### src/rtl/ex_multicycle_ctrl.sv
// ex_multicycle_ctrl
// Sequences the long-latency EX-stage resources. It handles the fixed-latency
// DIV/REM unit and the handshaked FP ALU, and raises the front-end stall while
// an operation is in flight. The stall drops in the completion cycle so the
// pipeline can latch the result. A MEM-stage flush aborts the operation at once.

module ex_multicycle_ctrl #(
    parameter int DIV_CYCLES  = 7,
    parameter int FPU_TIMEOUT = 63,
    parameter int CNT_W       = 6
) (
    input  logic iCLK,
    input  logic iRST_n,
    input  logic iEX_DivRem,
    input  logic iEX_FPOp,
    input  logic iEX_Hold,
    input  logic iFlush,
    input  logic iFPU_Ready,
    output logic oDIV_Start,
    output logic oFPU_Start,
    output logic oStall,
    output logic oDone,
    output logic oBusy,
    output logic oTimeout
);

    typedef enum logic [1:0] {
        IDLE    = 2'd0,
        DIV_RUN = 2'd1,
        FPU_RUN = 2'd2,
        DONE    = 2'd3
    } state_t;

    localparam logic [CNT_W-1:0] DIV_LAST = CNT_W'(DIV_CYCLES);
    localparam logic [CNT_W-1:0] FPU_LAST = CNT_W'(FPU_TIMEOUT);
    localparam logic [CNT_W-1:0] CNT_MAX  = '1;
    localparam logic [CNT_W-1:0] CNT_ONE  = CNT_W'(1);

    state_t           state;
    state_t           state_next;
    logic [CNT_W-1:0] cnt;
    logic [CNT_W-1:0] cnt_next;
    logic [CNT_W-1:0] cnt_inc;
    logic             done_seen;
    logic             done_seen_next;
    logic             timeout_q;
    logic             timeout_next;
    logic             div_start;
    logic             fpu_start;
    logic             stall;
    logic             done;

    // Saturating increment: the counter never wraps back to a compare point
    always_comb begin
        cnt_inc = (cnt == CNT_MAX) ? cnt : cnt + CNT_ONE;
    end

    // State, cycle counter, first-DONE marker and sticky timeout flag
    always_ff @(posedge iCLK or negedge iRST_n) begin
        if (!iRST_n) begin
            state     <= IDLE;
            cnt       <= '0;
            done_seen <= 1'b0;
            timeout_q <= 1'b0;
        end else begin
            state     <= state_next;
            cnt       <= cnt_next;
            done_seen <= done_seen_next;
            timeout_q <= timeout_next;
        end
    end

    // Next-state and output decode; a flush outside IDLE beats every other transition
    always_comb begin
        state_next     = state;
        cnt_next       = cnt;
        done_seen_next = done_seen;
        timeout_next   = timeout_q;
        div_start      = 1'b0;
        fpu_start      = 1'b0;
        stall          = 1'b0;
        done           = 1'b0;

        case (state)
            IDLE: begin
                cnt_next       = '0;
                done_seen_next = 1'b0;
                if (!iFlush) begin
                    if (iEX_DivRem) begin
                        div_start  = 1'b1;
                        stall      = 1'b1;
                        state_next = DIV_RUN;
                        cnt_next   = CNT_ONE;
                    end else if (iEX_FPOp) begin
                        fpu_start  = 1'b1;
                        stall      = 1'b1;
                        state_next = FPU_RUN;
                        cnt_next   = CNT_ONE;
                    end
                end
            end

            DIV_RUN: begin
                if (iFlush) begin
                    state_next = IDLE;
                    cnt_next   = '0;
                end else begin
                    stall = 1'b1;
                    if (cnt == DIV_LAST) begin
                        state_next = DONE;
                        cnt_next   = '0;
                    end else begin
                        cnt_next = cnt_inc;
                    end
                end
            end

            FPU_RUN: begin
                if (iFlush) begin
                    state_next = IDLE;
                    cnt_next   = '0;
                end else begin
                    stall = 1'b1;
                    if (iFPU_Ready) begin
                        state_next = DONE;
                        cnt_next   = '0;
                    end else if (cnt == FPU_LAST) begin
                        timeout_next = 1'b1;
                        state_next   = DONE;
                        cnt_next     = '0;
                    end else begin
                        cnt_next = cnt_inc;
                    end
                end
            end

            DONE: begin
                cnt_next = '0;
                if (iFlush) begin
                    state_next     = IDLE;
                    done_seen_next = 1'b0;
                end else begin
                    done           = !done_seen;
                    done_seen_next = 1'b1;
                    if (!iEX_Hold) begin
                        state_next     = IDLE;
                        done_seen_next = 1'b0;
                    end
                end
            end

            default: begin
                state_next = IDLE;
                cnt_next   = '0;
            end
        endcase
    end

    // Pulses are forced low while reset is asserted so that every output reads 0
    always_comb begin
        oDIV_Start = div_start & iRST_n;
        oFPU_Start = fpu_start & iRST_n;
        oStall     = stall & iRST_n;
        oDone      = done & iRST_n;
        oBusy      = (state != IDLE);
        oTimeout   = timeout_q;
    end

endmodule

### config.mk
export PLATFORM = sky130hd
export DESIGN_NAME = ex_multicycle_ctrl
export DESIGN_NICKNAME = d
export VERILOG_FILES = /design/src/rtl/ex_multicycle_ctrl.sv
export SDC_FILE = /design/constraint.sdc
export NUM_CORES = 1
export LEC_CHECK = 0
export BUFFER_PORTS_ARGS = -buffer_cell sky130_fd_sc_hd__buf_2
export CAP_MARGIN = 20
export CORE_MARGIN = 3
export CORE_UTILIZATION = 30
export CTS_CLUSTER_DIAMETER = 200
export DETAILED_ROUTE_END_ITERATION = 8
export PLACE_DENSITY_LB_ADDON = 0.25
export SLEW_MARGIN = 0
export SYNTH_ARGS = -nofsm -noshare
export SYNTH_HDL_FRONTEND = slang
export SYNTH_SLANG_ARGS = --single-unit
### constraint.sdc
create_clock -name iCLK -period 1.8 [get_ports iCLK]
set_input_delay 0.36 -clock iCLK [delete_from_list [all_inputs] [get_ports iCLK]]
set_output_delay 0.36 -clock iCLK [all_outputs]
set_load 0.005 [all_outputs]
* Yosys cells after proc, flatten, opt, wreduce, memory -nomap -nowiden
Cells that the tools add are included.
Cells by class: add/sub/neg operators 1, eq/ne operators 10, multiplexer cells 37, bitwise logic cells 6, reductions and logical operators 7
Operators with widths (count):
- 6-bit two-way mux | 6
- 6-bit one-hot mux with 4 select lines | 1
- 2-bit two-way mux | 10
- 1-bit two-way mux | 17
- 3-bit inequality test (second input constant) | 3
- 2-bit one-hot mux with 4 select lines | 1
- 6-bit by 1-bit adder with 6-bit output (second input constant) | 1
- 6-bit by 3-bit equality test with 1-bit output (second input constant) | 1
- 6-bit equality test (second input constant) | 1
- 5-bit AND reduction | 1
- 1-bit bitwise AND | 4
- 2-bit equality test (second input constant) | 2
- 4-bit inequality test (second input constant) | 1
- 1-bit one-hot mux with 2 select lines | 2
- 4-bit AND reduction | 1
- 2-bit nonzero test | 2
- 2-bit by 1-bit equality test with 1-bit output (second input constant) | 1
- 2-bit logical NOT | 1
- 2-bit inequality test (second input constant) | 1
- 1-bit NOT | 2
- 2-bit OR reduction | 1
- 1-bit logical NOT | 1
Storage, ports and cells: flip-flop bits (word level) 10, logic and storage cells 65

* Logic depth before layout (Yosys ltp)
Gate-level depths: netlist of run 1.
depth after elaboration 6, gate-level depth with buffers 8

* Worst setup path after synthesis of run 1
No wires, ideal clock.
path kind register to register, from register cnt[0], to register cnt[0], library setup time 0.077 ns, arrival 1.501 ns, data required time 1.723 ns, slack 0.222 ns, cell stages (with the launch flop) 8, buffers on the path 0, clock period less this slack 1.578 ns, path through dfrtp_1 ha_1 nand3_1 nor2_4 inv_1 ha_1 o21a_1 a21oi_1
On the way: longest elaborated chain between the ends 6, elaborated cells on any way between the ends 10
RTL lines:
- start, declared | line 41 | logic [CNT_W-1:0] cnt;
- start signal, assigned | line 67 | cnt <= cnt_next;
- 6-bit by 1-bit adder with 6-bit output or 6-bit equality test (tied branches) | line 55, 127
- 6-bit two-way mux | line 55 | cnt_inc = (cnt == CNT_MAX) ? cnt : cnt + CNT_ONE;
- 6-bit two-way mux | line 127 | end else if (cnt == FPU_LAST) begin
- 6-bit two-way mux | line 124 | if (iFPU_Ready) begin
- 6-bit two-way mux | line 119 | if (iFlush) begin
- 6-bit one-hot mux with 4 select lines * | line 84 | case (state)
- net cnt_next[0] | line 42 | logic [CNT_W-1:0] cnt_next;
The timed path passes the listed nets; every way through them passes the cells marked *. A chain may end at the register's enable or synchronous reset.

* Worst setup path after layout of run 1
from register state[0], to output port oStall
On the way: longest elaborated chain between the ends 4, elaborated cells on any way between the ends 6
RTL lines:
- start, declared | line 39 | state_t state;
- start signal, assigned | line 66 | state <= state_next;
- 2-bit equality test or 2-bit by 1-bit equality test with 1-bit output (tied branches) | line 84
- 2-bit OR reduction (no source line)
- 1-bit one-hot mux with 2 select lines * | line 84
- 1-bit bitwise AND * | line 163 | oStall = stall & iRST_n;
- end, declared | line 21 | output logic oStall,
Every way passes the cells marked *; elsewhere a longest branch is shown, timed or not.

==> results of run 1 <==
## cells by family after synthesis
kind of cell	Yosys count	synth area share
flip-flops	10	0.356
adder cells (fa/ha/maj)	6	0.107
XOR/XNOR	3	0.0374
multiplexers	4	0.0712
AND/OR/NAND/NOR	25	0.180
AO/OA/AOI/OAI	16	0.210
buffers and inverters	7	0.0391
## through the flow
stage               area [sq um]   util  TNS [ps]
CTS                          892  0.428         0
detailed placement           807  0.388         0
finish                       961  0.462         0
global placement             807  0.388         0
floorplan                    703      -         0
global route                 961  0.462     -61.3
## synthesized netlist by cell type (all sizes together)
cell     number
nor3b         1
nor2b         2
mux2          2
nor3          3
o211a         2
o31ai         1
dfrtp        10
a211oi        2
o41ai         1
a21boi        1
xor2          1
nand2         9
xnor2         2
o21ai         1
nand3         2
a21o          1
a21oi         3
o21bai        1
ha            6
o21a          2
nand2b        1
nor4b         1
nor2          5
mux2i         2
inv           6
a2bb2oi       1
and3          1
buf           1
## per-layer routing
| layer | up-vias | share of wire | GRT usage |
|---|---|---|---|
| li1 | 300 | - | - |
| met2 | 11 | 0.49 | 0.199 |
| met4 | 0 | 0.011 | 0.0456 |
| met1 | 272 | 0.47 | 0.158 |
| met3 | 4 | 0.032 | 0.0518 |
| met5 | - | 0 | 0 |
## cells in the final DEF (no fill, tap or decap), types with 2 or more instances in the layout
cell and n:
nor2_1 4, mux2i_1 2, nand2_1 9, buf_4 11, buf_2 12, o21a_1 2
inv_1 3, xnor2_1 2, dfrtp_1 10, nor3_1 2, a211oi_1 2, a21oi_1 3
inv_2 2, clkbuf_4 3, ha_1 4, mux2_4 2
## repair_timing
item | 4_1_cts | 5_1_grt
buffers inserted | 3 | 6
hold buffers | 0 | 0
pin swaps | 0 | 4
endpoints found under the setup margin | 2 | 5
gates resized for setup | 8 | 5
## cell type report
cell class / count / area [sq um]
fillers: 194 / 1120
multi-input cells: 54 / 473
flip-flops and latches: 10 / 250
repair buffers: 23 / 143
clock buffers: 4 / 36.3
well taps: 27 / 33.8
inverters: 6 / 25.0
## where the power goes
part | switching [mW] | internal (mW)
Clock | 0.0793 | 0.123
Combinational | 0.289 | 0.372
Sequential | 0.0355 | 0.265
Total | 0.404 | 0.760
## critical path, stage by stage (launching register included)
cell	delay [ps]
dfrtp_1	410
inv_2	90
ha_4	210
nor2b_4	120
o211a_1	190
buf_2	120
## worst paths after layout
kind	slack [ps]	end	cells after the start
max	30	oStall	5
min	20	state[0]$_DFFE_PN0P_	2
max reg2reg	70	state[1]$_DFFE_PN0P_	5
min reg2reg	450	oTimeout$_DFFE_PN0P_	1
max in group asynchronous	1630	done_seen$_DFFE_PN0P_	2
min in group iCLK	370	done_seen$_DFFE_PN0P_	3
## registers in the layout, summed over array words and instances, names as in the netlist
| name | count |
|---|---|
| cnt | 6 |
| done_seen | 1 |
| state | 2 |
| oTimeout | 1 |
==> results.sh, run 1 <==
export IMPL_rsz0062_at_grt="true"
export IMPL_setup_viol=0
export IMPL_powerDensity_nw_per_um2=1210
export IMPL_leakagePower_nw=0.457
export IMPL_yosys_warnings=0
export IMPL_ios=13
export IMPL_fin_hold_ws_ps=15.6
export IMPL_final_max_slew_viol_count=0
export IMPL_power_mw=1.16
export IMPL_antennaDiodeCount=0
export IMPL_tightestPinTransition_ps=464
export IMPL_hp_class="in2async"
export IMPL_cp_required_ps=1440
export IMPL_numCtsBuffers=3
export IMPL_fmax_mhz=565
export IMPL_end_kind="output port"
export IMPL_yosysSeqAreaShare=0.356
export IMPL_ys_seq_elements=10
export IMPL_antenna_found_initial=0
export IMPL_die_area_sq_um=2960
export IMPL_cts_tree="done"
export IMPL_r2r_start="cnt[0]$_DFF_PN0_"
export IMPL_drtIter0Drc=6
export IMPL_drv_cap=0
export IMPL_synth_area_sq_um=703
export IMPL_syn_nets=84
export IMPL_core_sq_um=2080
export IMPL_syn_to_final_growth_pct=36.7
export IMPL_finalClockSkew_ps=7.16
export IMPL_first_pass_iters=4
export IMPL_die_w_microns=54.4
export IMPL_root_buffer="clkbuf_4"
export IMPL_port_buffers=12
export IMPL_finalNonFillerCells=124
export IMPL_yosys_cell_types_count=30
export IMPL_fin_ws_ps=28.9
export IMPL_ant_nets=0
export IMPL_avgSynthCellArea_sq_um=9.90
export IMPL_synth_area_leader_cell="dfrtp_1"
export IMPL_viasPerCell=4.73
export IMPL_crit_path_start_kind="register"
export IMPL_hold_violations=0
export IMPL_gr_total_overflow=0
export IMPL_start_util=0.338
export IMPL_nets=111
export IMPL_cts_clk_slew_worst_paths_ps=70
export IMPL_routabilityCongestion=0.742
export IMPL_grt_usage=0.128
export IMPL_vdd_drop_max_uv=791
export IMPL_synth_top_area_frac=0.356
export IMPL_grt_max_degree=12
export IMPL_crit_path_start="state[0]$_DFFE_PN0P_"
export IMPL_layout_drive_gt1_share=0.433
export IMPL_path_max_fanout=3
export IMPL_drc=0
export IMPL_place_ws_ps=41.8
export IMPL_arrival_ps=1410
export IMPL_period_needed_ps=1770
export IMPL_hpwlAfterDp_mm=1.14
export IMPL_synthCells=71
export IMPL_drt_wl_total_mm=1.50
export IMPL_std_cell_rows=16
export IMPL_wl_per_cell_microns=12.1
export IMPL_yosys_top_cells_area="dfrtp_1, ha_1, nand2_1"
export IMPL_cts_sinks=10
export IMPL_grt_pass1_wl_mm=2.66
export IMPL_htreeDepth=1
export IMPL_worstSkewPairLatency_ps=270
export IMPL_crit_type="reg2out"
export IMPL_first_global_vias=608
export IMPL_place_inst=111
export IMPL_maxSlewHeadroom=0.690
export IMPL_clockBufferDepth=2
export IMPL_outcome="finished clean"
export IMPL_fin_crit_sh=0.984
export IMPL_die_y_microns=54.4
export IMPL_vias=587
(Power assumes the default switching activity.)
==> run 2: changes to the inputs <==
- BUFFER_PORTS_ARGS: -buffer_cell sky130_fd_sc_hd__buf_2 -> default
- CORE_MARGIN: 3 -> 2
- DONT_BUFFER_PORTS: default -> 1
==> results.sh, run 2 (same netlist as run 1, synthesis figures left out) <==
export IMPL_outcome="finished clean"
export IMPL_wl_per_cell_microns=13.8
export IMPL_hold_violations=0
export IMPL_vias=532
export IMPL_period_needed_ps=1730
export IMPL_vdd_drop_max_uv=863
export IMPL_cp_required_ps=1440
export IMPL_power_mw=1.01
export IMPL_crit_family="flip-flops"
export IMPL_ios=13
export IMPL_hp_class="in2reg"
export IMPL_clockBufferDepth=2
export IMPL_layout_drive_gt1_share=0.256
export IMPL_crit_chain="inv_2 -> ha_4 -> nor2b_2 -> o211a_1"
export IMPL_grt_usage=0.126
export IMPL_routabilityCongestion=0.731
export IMPL_viasPerCell=5.02
export IMPL_finalSetupTns_ps=0
export IMPL_fin_hold_ws_ps=173
export IMPL_crit_path_start_kind="register"
export IMPL_cts_clk_slew_worst_paths_ps=70
export IMPL_mostFrequentLayoutCells="dfrtp_1, nand2_1, nor2_1, ha_1, buf_4"
export IMPL_powerDensity_nw_per_um2=1230
export IMPL_slowest_stage="dfrtp_1"
export IMPL_tightestPinTransition_ps=495
export IMPL_layout_commonest_cell="dfrtp_1"
export IMPL_end_kind="output port"
export IMPL_die_w_microns=52.4
export IMPL_postLayoutCoreUtil=0.370
export IMPL_cts_sinks=10
export IMPL_port_buffers=0
export IMPL_setup_viol=0
export IMPL_first_pass_iters=1
export IMPL_cts_tree="done"
export IMPL_antennaDiodeCount=0
export IMPL_crit_type="reg2out"
export IMPL_die_y_microns=52.4
export IMPL_place_inst=99
export IMPL_place_ws_ps=59.8
export IMPL_place_area_sq_um=741
export IMPL_arrival_ps=1370
export IMPL_rsz0062_at_grt="false"
export IMPL_antenna_found_initial=0
export IMPL_leakagePower_nw=0.356
export IMPL_finalNonFillerCells=106
export IMPL_multi_input_area_sq_um=449
export IMPL_core_sq_um=2210
export IMPL_syn_to_final_growth_pct=16.5
export IMPL_final_max_slew_viol_count=0
export IMPL_drv_cap=0
export IMPL_nets=93
export IMPL_drc=0
export IMPL_top_register="cnt"
export IMPL_seq_area_sq_um=250
export IMPL_numCtsBuffers=3
export IMPL_first_global_vias=533
export IMPL_finalClockSkew_ps=3.91
export IMPL_n_fill_cell=225
export IMPL_fin_crit_sh=0.959
export IMPL_ant_nets=0
export IMPL_gr_total_overflow=0
export IMPL_fin_ws_ps=73.9
export IMPL_worst_path_buf_inv=1
export IMPL_grt_pass1_wl_mm=2.46
export IMPL_largestRegisters="cnt (6), state (2)"
export IMPL_die_area_sq_um=2750
export IMPL_start_util=0.318
export IMPL_worstSkewPairLatency_ps=270
export IMPL_std_cell_rows=17
export IMPL_maxSlewHeadroom=0.669
export IMPL_path_max_fanout=3
export IMPL_grt_max_degree=11
export IMPL_hpwlAfterDp_mm=1.09
export IMPL_fin_area_sq_um=820
export IMPL_htreeDepth=1
export IMPL_fmax_mhz=579
export IMPL_max_stage_delay_ps=410
export IMPL_drtIter0Drc=0
export IMPL_root_buffer="clkbuf_4"
export IMPL_largest_reg_flops=6
export IMPL_drt_wl_total_mm=1.47
run 2: path summary, 6_finish.rpt:
| kind | depth (start not counted) | from | to | slack, ps |
|---|---|---|---|---|
| hold reg to reg | 1 | oTimeout$_DFFE_PN0P_ | oTimeout$_DFFE_PN0P_ | 490 |
| setup reg to reg | 7 | cnt[0]$_DFF_PN0_ | cnt[0]$_DFF_PN0_ | 120 |
| setup / recovery | 4 | state[0]$_DFFE_PN0P_ | oStall | 70 |
| min in group asynchronous | 1 | iRST_n | cnt[5]$_DFF_PN0_ | 490 |
| max in group asynchronous | 1 | iRST_n | cnt[0]$_DFF_PN0_ | 980 |
| hold / removal | 1 | iFlush | done_seen$_DFFE_PN0P_ | 170 |
run 2: routing by layer:
layer  global-route usage  share of wire  up-vias
li1                     -              -      266
met1                0.171           0.48      254
met2                0.183           0.47        9
met3               0.0286          0.029        3
met4               0.0641          0.014        0
met5                    0              0        -
run 2: report_power, final:
group | switching (mW) | total (mW) | internal (mW) | leakage, nW
Clock | 0.0842 | 0.162 | 0.0775 | 0.0138
Sequential | 0.0317 | 0.297 | 0.265 | 0.135
Combinational | 0.267 | 0.549 | 0.282 | 0.207
run 2: area by class of cell:
class,instances,area share
repair buffers,5,0.0489
multi-input cells,54,0.548
inverters,6,0.0275
flip-flops and latches,10,0.305
clock buffers,3,0.0275
well taps,28,0.0427
run 2: worst reg2reg max path: cells and delay by family, from the launching register on:
| family | cells | cell delay, ps |
|---|---|---|
| buffers and inverters | 1 | 130 |
| flip-flops | 1 | 370 |
| AO/OA/AOI/OAI | 2 | 300 |
| adder cells (fa/ha/maj) | 2 | 490 |
| AND/OR/NAND/NOR | 2 | 330 |
run 2: what timing repair did:
action                                  CTS  global route
endpoints found under the setup margin    2             3
pin swaps                                 0             1
hold endpoints to repair                 10             0
hold buffers                              1             0
buffers inserted                          2             1
resized for setup                         2             5
==> run 3: changes to the inputs <==
- PLACE_DENSITY_LB_ADDON: 0.25 -> 0.15
==> results.sh, run 3 (same netlist as run 1, synthesis figures left out) <==
export IMPL_outcome="finished clean"
export IMPL_root_buffer="clkbuf_4"
export IMPL_layout_commonest_cell="dfrtp_1"
export IMPL_hp_class="in2reg"
export IMPL_arrival_ps=1390
export IMPL_std_cell_rows=17
export IMPL_path_max_fanout=3
export IMPL_largestRegisters="cnt (6), state (2)"
export IMPL_die_w_microns=52.4
export IMPL_n_fill_cell=228
export IMPL_first_global_vias=525
export IMPL_vdd_drop_max_uv=508
export IMPL_fmax_mhz=573
export IMPL_cp_required_ps=1440
export IMPL_start_util=0.318
export IMPL_worstSkewPairLatency_ps=280
export IMPL_r2r_start="state[0]$_DFFE_PN0P_"
export IMPL_largest_reg_flops=6
export IMPL_clockBufferDepth=2
export IMPL_hold_start="iFlush"
export IMPL_nets=95
export IMPL_fin_crit_sh=0.970
export IMPL_place_ws_ps=67.0
export IMPL_power_mw=1.05
export IMPL_powerDensity_nw_per_um2=1240
export IMPL_setup_viol=0
export IMPL_wl_per_cell_microns=14.3
export IMPL_leakagePower_nw=0.374
export IMPL_final_max_slew_viol_count=0
export IMPL_slowest_stage="dfrtp_1"
export IMPL_crit_type="reg2out"
export IMPL_antennaDiodeCount=0
export IMPL_hold_violations=0
export IMPL_maxSlewHeadroom=0.664
export IMPL_grt_pass1_wl_mm=2.50
export IMPL_htreeDepth=1
export IMPL_end_kind="output port"
export IMPL_ios=13
export IMPL_syn_to_final_growth_pct=20.3
export IMPL_drv_cap=0
export IMPL_fin_hold_ws_ps=187
export IMPL_ff2ff_setup_slack_ps=100
export IMPL_holdPathStages=1
export IMPL_max_stage_delay_ps=400
export IMPL_drt_wl_total_mm=1.56
export IMPL_die_y_microns=52.4
export IMPL_first_pass_iters=5
export IMPL_drc=0
export IMPL_crit_path_start_kind="register"
export IMPL_fin_area_sq_um=846
export IMPL_tightestPinTransition_ps=502
export IMPL_place_area_sq_um=748
export IMPL_grt_max_degree=11
export IMPL_ant_nets=0
export IMPL_top_register="cnt"
export IMPL_period_needed_ps=1750
export IMPL_viasPerCell=4.88
export IMPL_antenna_found_initial=0
export IMPL_cts_clk_slew_worst_paths_ps=80
export IMPL_cts_tree="done"
export IMPL_die_area_sq_um=2750
export IMPL_worstRegToRegCells=6
export IMPL_postLayoutCoreUtil=0.382
export IMPL_gr_total_overflow=0
export IMPL_layout_drive_gt1_share=0.247
export IMPL_vias=532
export IMPL_min_to="done_seen$_DFFE_PN0P_"
export IMPL_routabilityCongestion=0.793
export IMPL_crit_chain="inv_1 -> ha_4 -> nor2b_1 -> o211a_1"
export IMPL_numCtsBuffers=3
export IMPL_hpwlAfterDp_mm=1.11
export IMPL_core_sq_um=2210
export IMPL_grt_usage=0.130
export IMPL_drtIter0Drc=5
export IMPL_cts_sinks=10
export IMPL_finalClockSkew_ps=4.73
export IMPL_fin_ws_ps=54.4
export IMPL_mostFrequentLayoutCells="dfrtp_1, nand2_1, buf_4"
export IMPL_reg2reg_to="state[0]$_DFFE_PN0P_"
export IMPL_port_buffers=0
[run 3: cell types whose count changed in the layout (fill, tap and decap cells not counted)]
cell      before  now
nor2b_1        1    2
buf_4          4    6
inv_2          3    1
inv_1          3    5
nor2b_2        1    0
clkbuf_8       0    1
[run 3: routing by layer]
| layer | part of all wire | GRT usage | wire length, microns | up-vias |
|---|---|---|---|---|
| li1 | - | - | - | 268 |
| met1 | 0.48 | 0.181 | 752 | 249 |
| met2 | 0.47 | 0.198 | 729 | 11 |
| met3 | 0.032 | 0.0171 | 50 | 4 |
| met4 | 0.017 | 0.0641 | 26 | 0 |
| met5 | 0 | 0 | 0 | - |
[run 3: worst max-delay path, delay by kind of cell, from the launching register on]
family | cells | cell delay [ps]
and+or+nand+nor | 1 | 140
adders and majority gates | 1 | 220
AOI/OAI and AO/OA | 1 | 230
DFF | 1 | 400
buffers and inverters | 1 | 120
[run 3: layout make-up]
class                           count  area, sq um  share of cell area
Clock buffer                        4         36.3              0.0429
Sequential cell                    10          250               0.296
Timing Repair Buffer                7         55.1              0.0651
Inverter                            6         22.5              0.0266
Multi-Input combinational cell     54          447               0.528
Tap cell                           28         35.0              0.0414
[run 3: power breakdown]
| part | switching (mW) | internal (mW) | leakage (nW) |
|---|---|---|---|
| clock network | 0.0931 | 0.123 | 0.0210 |
| registers | 0.0274 | 0.265 | 0.135 |
| logic | 0.268 | 0.276 | 0.218 |
[run 3: worst max path at each step]
stage	start	endpoint	slack [ps]	cells past startpoint
after floorplan	cnt[0]$_DFF_PN0_	cnt[0]$_DFF_PN0_	220	7
after global placement	cnt[0]$_DFF_PN0_	cnt[0]$_DFF_PN0_	20	7
after detailed placement	cnt[1]$_DFF_PN0_	cnt[0]$_DFF_PN0_	70	7
after CTS	state[0]$_DFFE_PN0P_	oStall	30	4
after global routing	cnt[1]$_DFF_PN0_	cnt[0]$_DFF_PN0_	-0.7	8
final	state[0]$_DFFE_PN0P_	oStall	50	4
[run 3: stage by stage]
step / setup TNS (ps) / std cells
floorplan: 0 / 71
global placement: 0 / 100
detailed placement: 0 / 100
CTS: 0 / 107
global route: -0.659 / 109
finish: 0 / 109
[run 3: timing repair]
item / CTS / global route
hold endpoints to repair: 10 / 0
hold buffers: 1 / 0
gates resized for setup: 2 / 2
endpoints found under the setup margin: 2 / 2
setup buffers: 2 / 2
pin swaps: 0 / 1
